===== config.mk =====
export PLATFORM = sky130hd
export DESIGN_NAME = qdiv_seq
export DESIGN_NICKNAME = d
export VERILOG_FILES = /design/src/rtl/qdiv_seq.sv
export SDC_FILE = /design/constraint.sdc
export NUM_CORES = 1
export LEC_CHECK = 0
export BUFFER_PORTS_ARGS = -buffer_cell sky130_fd_sc_hd__buf_4
export CAP_MARGIN = 30
export CORE_ASPECT_RATIO = 0.9
export CORE_UTILIZATION = 25
export CTS_CLUSTER_SIZE = 8
export DETAILED_ROUTE_END_ITERATION = 16
export SYNTH_ARGS = -nofsm -noshare
export SYNTH_HDL_FRONTEND = slang
export SYNTH_SLANG_ARGS = --single-unit

===== constraint.sdc =====
create_clock -name i_clk -period 3.3 [get_ports i_clk]
set_input_delay 0.66 -clock i_clk [delete_from_list [all_inputs] [get_ports i_clk]]
set_output_delay 0.66 -clock i_clk [all_outputs]
set_load 0.1 [all_outputs]

===== src/rtl/qdiv_seq.sv =====
// ============================================================================
// Module   : qdiv_seq
// Brief    : Sequential sign-magnitude Q-format divider (restoring, 1 bit/clk)
// Revision : 1.0
// ============================================================================
`default_nettype none

module qdiv_seq #(
    parameter int Q = 8,
    parameter int N = 16
) (
    input  logic         i_clk,
    input  logic         i_rst,
    input  logic         i_start,
    input  logic [N-1:0] i_dividend,
    input  logic [N-1:0] i_divisor,
    output logic [N-1:0] o_quotient,
    output logic         o_busy,
    output logic         o_complete,
    output logic         o_ovr
);

    localparam int W  = N - 1 + Q;
    localparam int CW = $clog2(W);

    localparam logic [1:0] S_IDLE = 2'd0;
    localparam logic [1:0] S_RUN  = 2'd1;
    localparam logic [1:0] S_DONE = 2'd2;

    logic [1:0]    r_state;
    logic [CW-1:0] r_cnt;
    // Dividend bits shift out of the top while quotient bits shift in at the bottom.
    logic [W-1:0]  r_dq;
    logic [N-2:0]  r_div;
    logic [N-1:0]  r_rem;
    logic          r_sign;
    logic [N-1:0]  r_quo;
    logic          r_ovr;

    logic [N-1:0]  w_trial;
    logic          w_ge;
    logic [N-1:0]  w_rem_next;
    logic [W-1:0]  w_dq_next;
    logic          w_last;
    logic          w_ovr;
    logic [N-2:0]  w_mag;
    logic          w_sign;

    always_comb begin
        w_trial    = {r_rem[N-2:0], r_dq[W-1]};
        w_ge       = (w_trial >= {1'b0, r_div});
        w_rem_next = w_ge ? (w_trial - {1'b0, r_div}) : w_trial;
        w_dq_next  = {r_dq[W-2:0], w_ge};
        w_last     = (r_cnt == CW'(W - 1));
        w_ovr      = (|w_dq_next[W-1:N-1]) | (r_div == '0);
        w_mag      = w_ovr ? {(N-1){1'b1}} : w_dq_next[N-2:0];
        // No negative zero: the sign only survives on a nonzero magnitude.
        w_sign     = r_sign & (w_mag != '0);
    end

    always_ff @(posedge i_clk or posedge i_rst) begin
        if (i_rst) begin
            r_state <= S_IDLE;
            r_cnt   <= '0;
            r_dq    <= '0;
            r_div   <= '0;
            r_rem   <= '0;
            r_sign  <= 1'b0;
            r_quo   <= '0;
            r_ovr   <= 1'b0;
        end else begin
            case (r_state)
                S_IDLE: begin
                    if (i_start) begin
                        r_dq    <= {i_dividend[N-2:0], {Q{1'b0}}};
                        r_div   <= i_divisor[N-2:0];
                        r_sign  <= i_dividend[N-1] ^ i_divisor[N-1];
                        r_rem   <= '0;
                        r_cnt   <= '0;
                        r_state <= S_RUN;
                    end
                end
                S_RUN: begin
                    r_dq  <= w_dq_next;
                    r_rem <= w_rem_next;
                    r_cnt <= r_cnt + CW'(1);
                    if (w_last) begin
                        r_quo   <= {w_sign, w_mag};
                        r_ovr   <= w_ovr;
                        r_state <= S_DONE;
                    end
                end
                S_DONE: begin
                    r_state <= S_IDLE;
                end
                default: begin
                    r_state <= S_IDLE;
                end
            endcase
        end
    end

    assign o_quotient = r_quo;
    assign o_ovr      = r_ovr;
    assign o_busy     = (r_state == S_RUN) || (r_state == S_DONE);
    assign o_complete = (r_state == S_DONE);

endmodule

`default_nettype wire


# Word-level counts from Yosys, hierarchy flattened
# Cells that the tools add are included.
totals:
  regBits: 78
  input_bits: 35
  output_inout_bits: 19
  word_cells: 40
classes:
  addsub: 2
  n_lt_le_gt_ge: 1
  n_eq_ne: 5
  n_mux: 11
  bitwise: 3
  n_reduce_logical: 10
ops:
  columns: ["operator", "count"]
  rows:
  - ["23-bit case mux with 2 select lines", 1]
  - ["15-bit 2-to-1 mux", 3]
  - ["15-bit case mux with 2 select lines", 1]
  - ["23-bit 2-to-1 mux", 1]
  - ["16-bit by 15-bit greater-or-equal comparator with 1-bit output", 1]
  - ["15-bit zero test", 1]
  - ["15-bit nonzero test", 1]
  - ["15-bit subtractor", 1]
  - ["5-bit case mux with 2 select lines", 1]
  - ["2-bit AND reduction", 4]
  - ["8-bit OR reduction", 1]
  - ["5-bit by 1-bit adder with 5-bit output, second input constant", 1]
  - ["5-bit equality test, second input constant", 1]
  - ["5-bit 2-to-1 mux", 1]
  - ["2-bit 2-to-1 mux", 2]
  - ["2-bit inequality test, second input constant", 2]
  - ["2-bit case mux with 2 select lines", 1]
  - ["2-bit by 1-bit equality test with 1-bit output, second input constant", 1]
  - ["2-bit equality test, second input constant", 1]
  - ["2-bit zero test", 1]
  - ["2-bit nonzero test", 1]
  - ["1-bit bitwise AND", 1]
  - ["1-bit logical OR", 1]
  - ["1-bit OR", 1]
  - ["1-bit bitwise XOR", 1]

# Logic depth before layout (Yosys ltp)
depth:
  word_depth: 5
  depth_mapped: 11
  ltp_nobuf: 10

# Least setup slack after synthesis
# No wires, ideal clock.
synth_timing:
  path_kind: "flip-flop to flip-flop"
  from: "register r_dq[22]"
  to: "register r_rem[1]"
  setup_ns: 0.122
  arrival_time_ns: 2.192
  required_time_ns: 3.178
  slack_ns: 0.986
  path_stages_with_launch: 12
  n_path_buf: 1
  synth_period_minus_slack_ns: 2.314
  path_cell_list: "dfrtp_1 inv_1 ha_1 fa_1 nand2b_1 a21oi_1 o21ai_1 a31o_4 nand2_8 buf_12 nand2_2 a32o_1"
synth_via:
  elab_chain_len: 3
  word_cells_on_any_way: 4
  cone_classes: "1 x add/sub; 1 x order compare; 2 x mux"
synth_lines:
  columns: ["element", "line", "rtl"]
  rows:
  - ["start, declared", "33", "logic [W-1:0] r_dq;"]
  - ["start signal, assigned", "75", "r_dq <= {i_dividend[N-2:0], {Q{1'b0}}};"]
  - ["start signal, assigned", "84", "r_dq <= w_dq_next;"]
  - ["15-bit subtractor or 16-bit by 15-bit greater-or-equal comparator with 1-bit output (tied branches)", "52, 51", null]
  - ["15-bit 2-to-1 mux *", "52", "w_rem_next = w_ge ? (w_trial - {1'b0, r_div}) : w_trial;"]
  - ["15-bit case mux with 2 select lines *", "72", "case (r_state)"]
  - ["end signal, assigned", "85", "r_rem <= w_rem_next;"]
  - ["end, declared", "35", "logic [N-1:0] r_rem;"]
# Every way passes the cells marked *; elsewhere a longest branch is shown, timed or not.
# A chain may end at the register's enable or synchronous reset.

# Worst setup path in the final report
layout_timing:
  from: "register r_div[0]"
  to: "register r_rem[12]"
layout_via:
  elab_chain_len: 3
  word_cells_on_any_way: 4
  cone_classes: "1 x add/sub; 1 x order compare; 2 x mux"
layout_lines:
  columns: ["element", "line", "rtl"]
  rows:
  - ["start, declared", "34", "logic [N-2:0] r_div;"]
  - ["start signal, assigned", "76", "r_div <= i_divisor[N-2:0];"]
  - ["15-bit subtractor or 16-bit by 15-bit greater-or-equal comparator with 1-bit output (tied branches)", "52, 51", null]
  - ["15-bit 2-to-1 mux *", "52", null]
  - ["15-bit case mux with 2 select lines *", "72", null]
# Marked as above.

==> metrics.md <==
| Metric | Value |
|---|---|
| Post-synth top cells | dfrtp_1, nand2_1, nor2_1 |
| Clk buf depth | 2 |
| DRC viols | 1 |
| Crit. End Element | register |
| DRT iter0 DRCs | 172 |
| Filler cells | 1647 |
| Synth area leader | dfrtp_1 |
| CTS tree | built |
| Critical path buffer and inverter count | 0 |
| Combinational share of power | 0.486 |
| Main synth FF type | dfrtp_1 |
| Initial Util | 0.2590 |
| Post-CTS resize count | 0 |
| Worst VDD drop | 0.0003061 V |
| CP Launch Type | register |
| Worst path slowest cell | dfrtp_1 |
| Outcome | finished, violations left |
| PwrDens | 982.6 nW/um2 |
| IO buf count | 53 |
| Synthesized net count | 489 |
| Largest net degree at the start of global routing | 79 |
| Global route overflow | 0 |
| Static leakage | 2.469 nW |
| Core Area | 16350 um2 |
| Dpl ws | 0.7530 ns |
| Worst-path clk slew | 0.07 ns |
| Number of synthesized flops with an enable pin | 0 |
| R2R Path End | r_rem[12] |
| Antenna viol nets, final | 0 |
| Most common cell in the synthesized netlist | dfrtp_1 |
| Worst clock skew | 0.01018 ns |
| Final Util | 0.3159 |
| Fin cells | 699 |
| Gr usage total | 0.1202 |
| Diode count | 0 |
| Hold WS | 0.3953 ns |
| Post-Syn Area | 4235 um2 |
| Post-CTS Setup Inserts | 0 |
| FFs w/ async S/R, synth | 1.000 |
| CTS Sinks | 78 |
| CP top delay family | compound AO/OA/AOI/OAI gates |
| Switching part of the total | 0.4257 |
| Area growth syn-to-layout | 21.95% |
| NumNets Final | 543 |
| First-pass GRT wire length | 16780 um |
| Crit path time final | 2.587 ns |
| Pint | 2.915 mW |
| Register Area | 1952 um2 |
| Yosys Warn Count | 0 |
| Worst-skew pair later-pin latency | 0.34 ns |
| # IOs | 54 |
| CTS Buf Count | 9 |
| Setup Viol. Count Final | 0 |
| FF-to-FF path depth | 9 |
| Final Cell Area | 5165 um2 |
| Setup TNS | 0 ns |
| Clk root buf | clkbuf_16 |
| Antenna violations before repair | 0 |
| Die Wd | 139.2 um |
| Sequential power share | 0.312 |
| Top-area cell type share of the netlist area | 0.4609 |
| Worst path max stage delay | 0.44 ns |
| Worst Path Required | 3.50 ns |
| Hold Fails Final Rpt | 0 |
| Hold Buf Count CTS | 0 |
| Unrepaired setup endpoints after global routing | false |
| Slew @ Worst Pin | 0.6585 ns |
| Clk pwr share | 0.202 |
| Vias in the first global route | 3411 |
| Wirelength per Cell | 14.22 um |
| # rows | 44 |
| RR Startpoint | r_div[0] |
| Pins Over Slew Limit | 0 |
| Placed Cells | 682 |
| Fmax | 386.6 MHz |
| Hold/Removal Path Class | in -> async |
| P_sw | 2.160 mW |
| Multi-input gate area | 2090 um2 |
| Area contributors post-synth | dfrtp_1, mux2i_1, ha_1, nand2_1, nor2_1 |
| Detailed Route WL | 9940 um |
| Die ar. | 17470 um2 |
| Post-place instance area | 4830 um2 |
| Layout cells sized above 1 | 0.2114 |
| Setup ws final | 0.7134 ns |
| Worst-path fanout max | 3 |
| Via density | 4.803 |
| Slew HR | 0.5598 |
| Htree depth | 3 |
| CP arrival | 2.78 ns |
| Setup crit start | r_div[0] |
| Synth Area per Inst | 9.781 um2 |
| Dpl hpwl | 7157 um |
| Total Power | 5.075 mW |
| Seq/Total Area, Yosys | 0.4609 |
| DRT Pass-1 Iters | 10 |
| Total of max-cap violations | 0 |
| Distinct cell type count after synthesis | 50 |
| Cell Chain, Critical Path | ha_1 -> fa_1 -> nand2b_1 -> a211oi_1 -> o21ai_0 -> a31o_2 -> xnor2_1 -> mux2i_1 -> o21ai_0 |
| Die outline height | 125.5 um |
| Cell mode on critical path | o21ai_0 |
| Failing checks | DRC |
| Fin crit share | 0.7838 |
| R2r setup slk | 0.71 ns |
| Routability Congestion | 0.8271 |
| Syn Inst Count | 433 |
| Via count | 3357 |
| Crit Path Class | reg -> reg |
| Post-synthesis register bit count | 78 |
worst max-delay path by stage:
stage	endpoint	slack, ns	depth (start not counted)
floorplan	o_ovr	0.64	1
global placement	r_rem[2]	0.82	9
detailed placement	r_rem[12]	0.75	9
CTS	r_rem[12]	0.73	9
global route	r_rem[12]	0.54	9
finish	r_rem[12]	0.71	9
metal layers:
layer | routed length, um | vias to the layer above | track usage
met1 | 4728 | 1643 | 0.1562
met2 | 4656 | 68 | 0.1937
li1 | - | 1625 | -
met4 | 282 | 0 | 0.06928
met3 | 272 | 21 | 0.01455
met5 | 0 | - | 0
sequential cells by signal, summed over array words and instances, names as in the netlist:
register    flops
r_dq           23
o_ovr           1
r_state         2
o_quotient     16
r_cnt           5
r_sign          1
r_div          15
r_rem          15
power by group through the flow:
| stage | combinational, mW | sequential [mW] | clock, mW |
|---|---|---|---|
| 6_report | 2.46 | 1.58 | 1.03 |
| 5_1_grt | 2.75 | 1.63 | 1.09 |
| 4_1_cts | 2.46 | 1.58 | 1.05 |
| 3_5_place_dp | 2.45 | 1.60 | 0 |
| 3_3_place_gp | 2.36 | 1.59 | 0 |
| 2_1_floorplan | 2.03 | 1.52 | 0 |
kinds of logic after synthesis:
| family | count (synthesis) | synth area share |
|---|---|---|
| flops | 78 | 0.4609 |
| xor+xnor | 15 | 0.03102 |
| buf+inv | 40 | 0.04638 |
| compound gates | 96 | 0.1415 |
| fa+ha+maj | 21 | 0.06381 |
| mux | 42 | 0.1037 |
| simple gates | 141 | 0.1527 |
placed cells by master (no fill, tap or decap), types with 2 or more instances in the layout:
cell and count:
dfrtp_1 78, buf_4 59, nand2_1 51, nor2_1 47, o21ai_0 29, a21oi_1 29, mux2i_1 27, inv_1 22
ha_1 20, mux2_2 15, xor2_1 9, clkbuf_16 9, o21ai_1 8, a22o_1 8, nor3_1 8, nand4_1 6
nor4_1 6, xnor2_1 6, nand3_1 5, o21a_1 3, nand2_2 3, a21o_1 3, o211ai_1 2, nand2b_1 2
a31oi_1 2, a32o_1 2, nor2b_1 2, or2_2 2, clkinv_4 2, clkinvlp_4 2
area by class of cell:
class / instances / area share
multi-input combinational: 315 / 0.4046
sequential: 78 / 0.3779
timing repair buffer: 60 / 0.09109
tap: 207 / 0.05015
clock buffer: 9 / 0.04360
inverter: 23 / 0.01672
clock inverter: 7 / 0.01599
worst register-to-register path: stages (launching register included):
cell and delay (ns):
dfrtp_1 0.44, ha_1 0.23, fa_1 0.41, nand2b_1 0.20
a211oi_1 0.32, o21ai_0 0.20, a31o_2 0.29, xnor2_1 0.12
mux2i_1 0.14, o21ai_0 0.09
(Power assumes the default switching activity.)
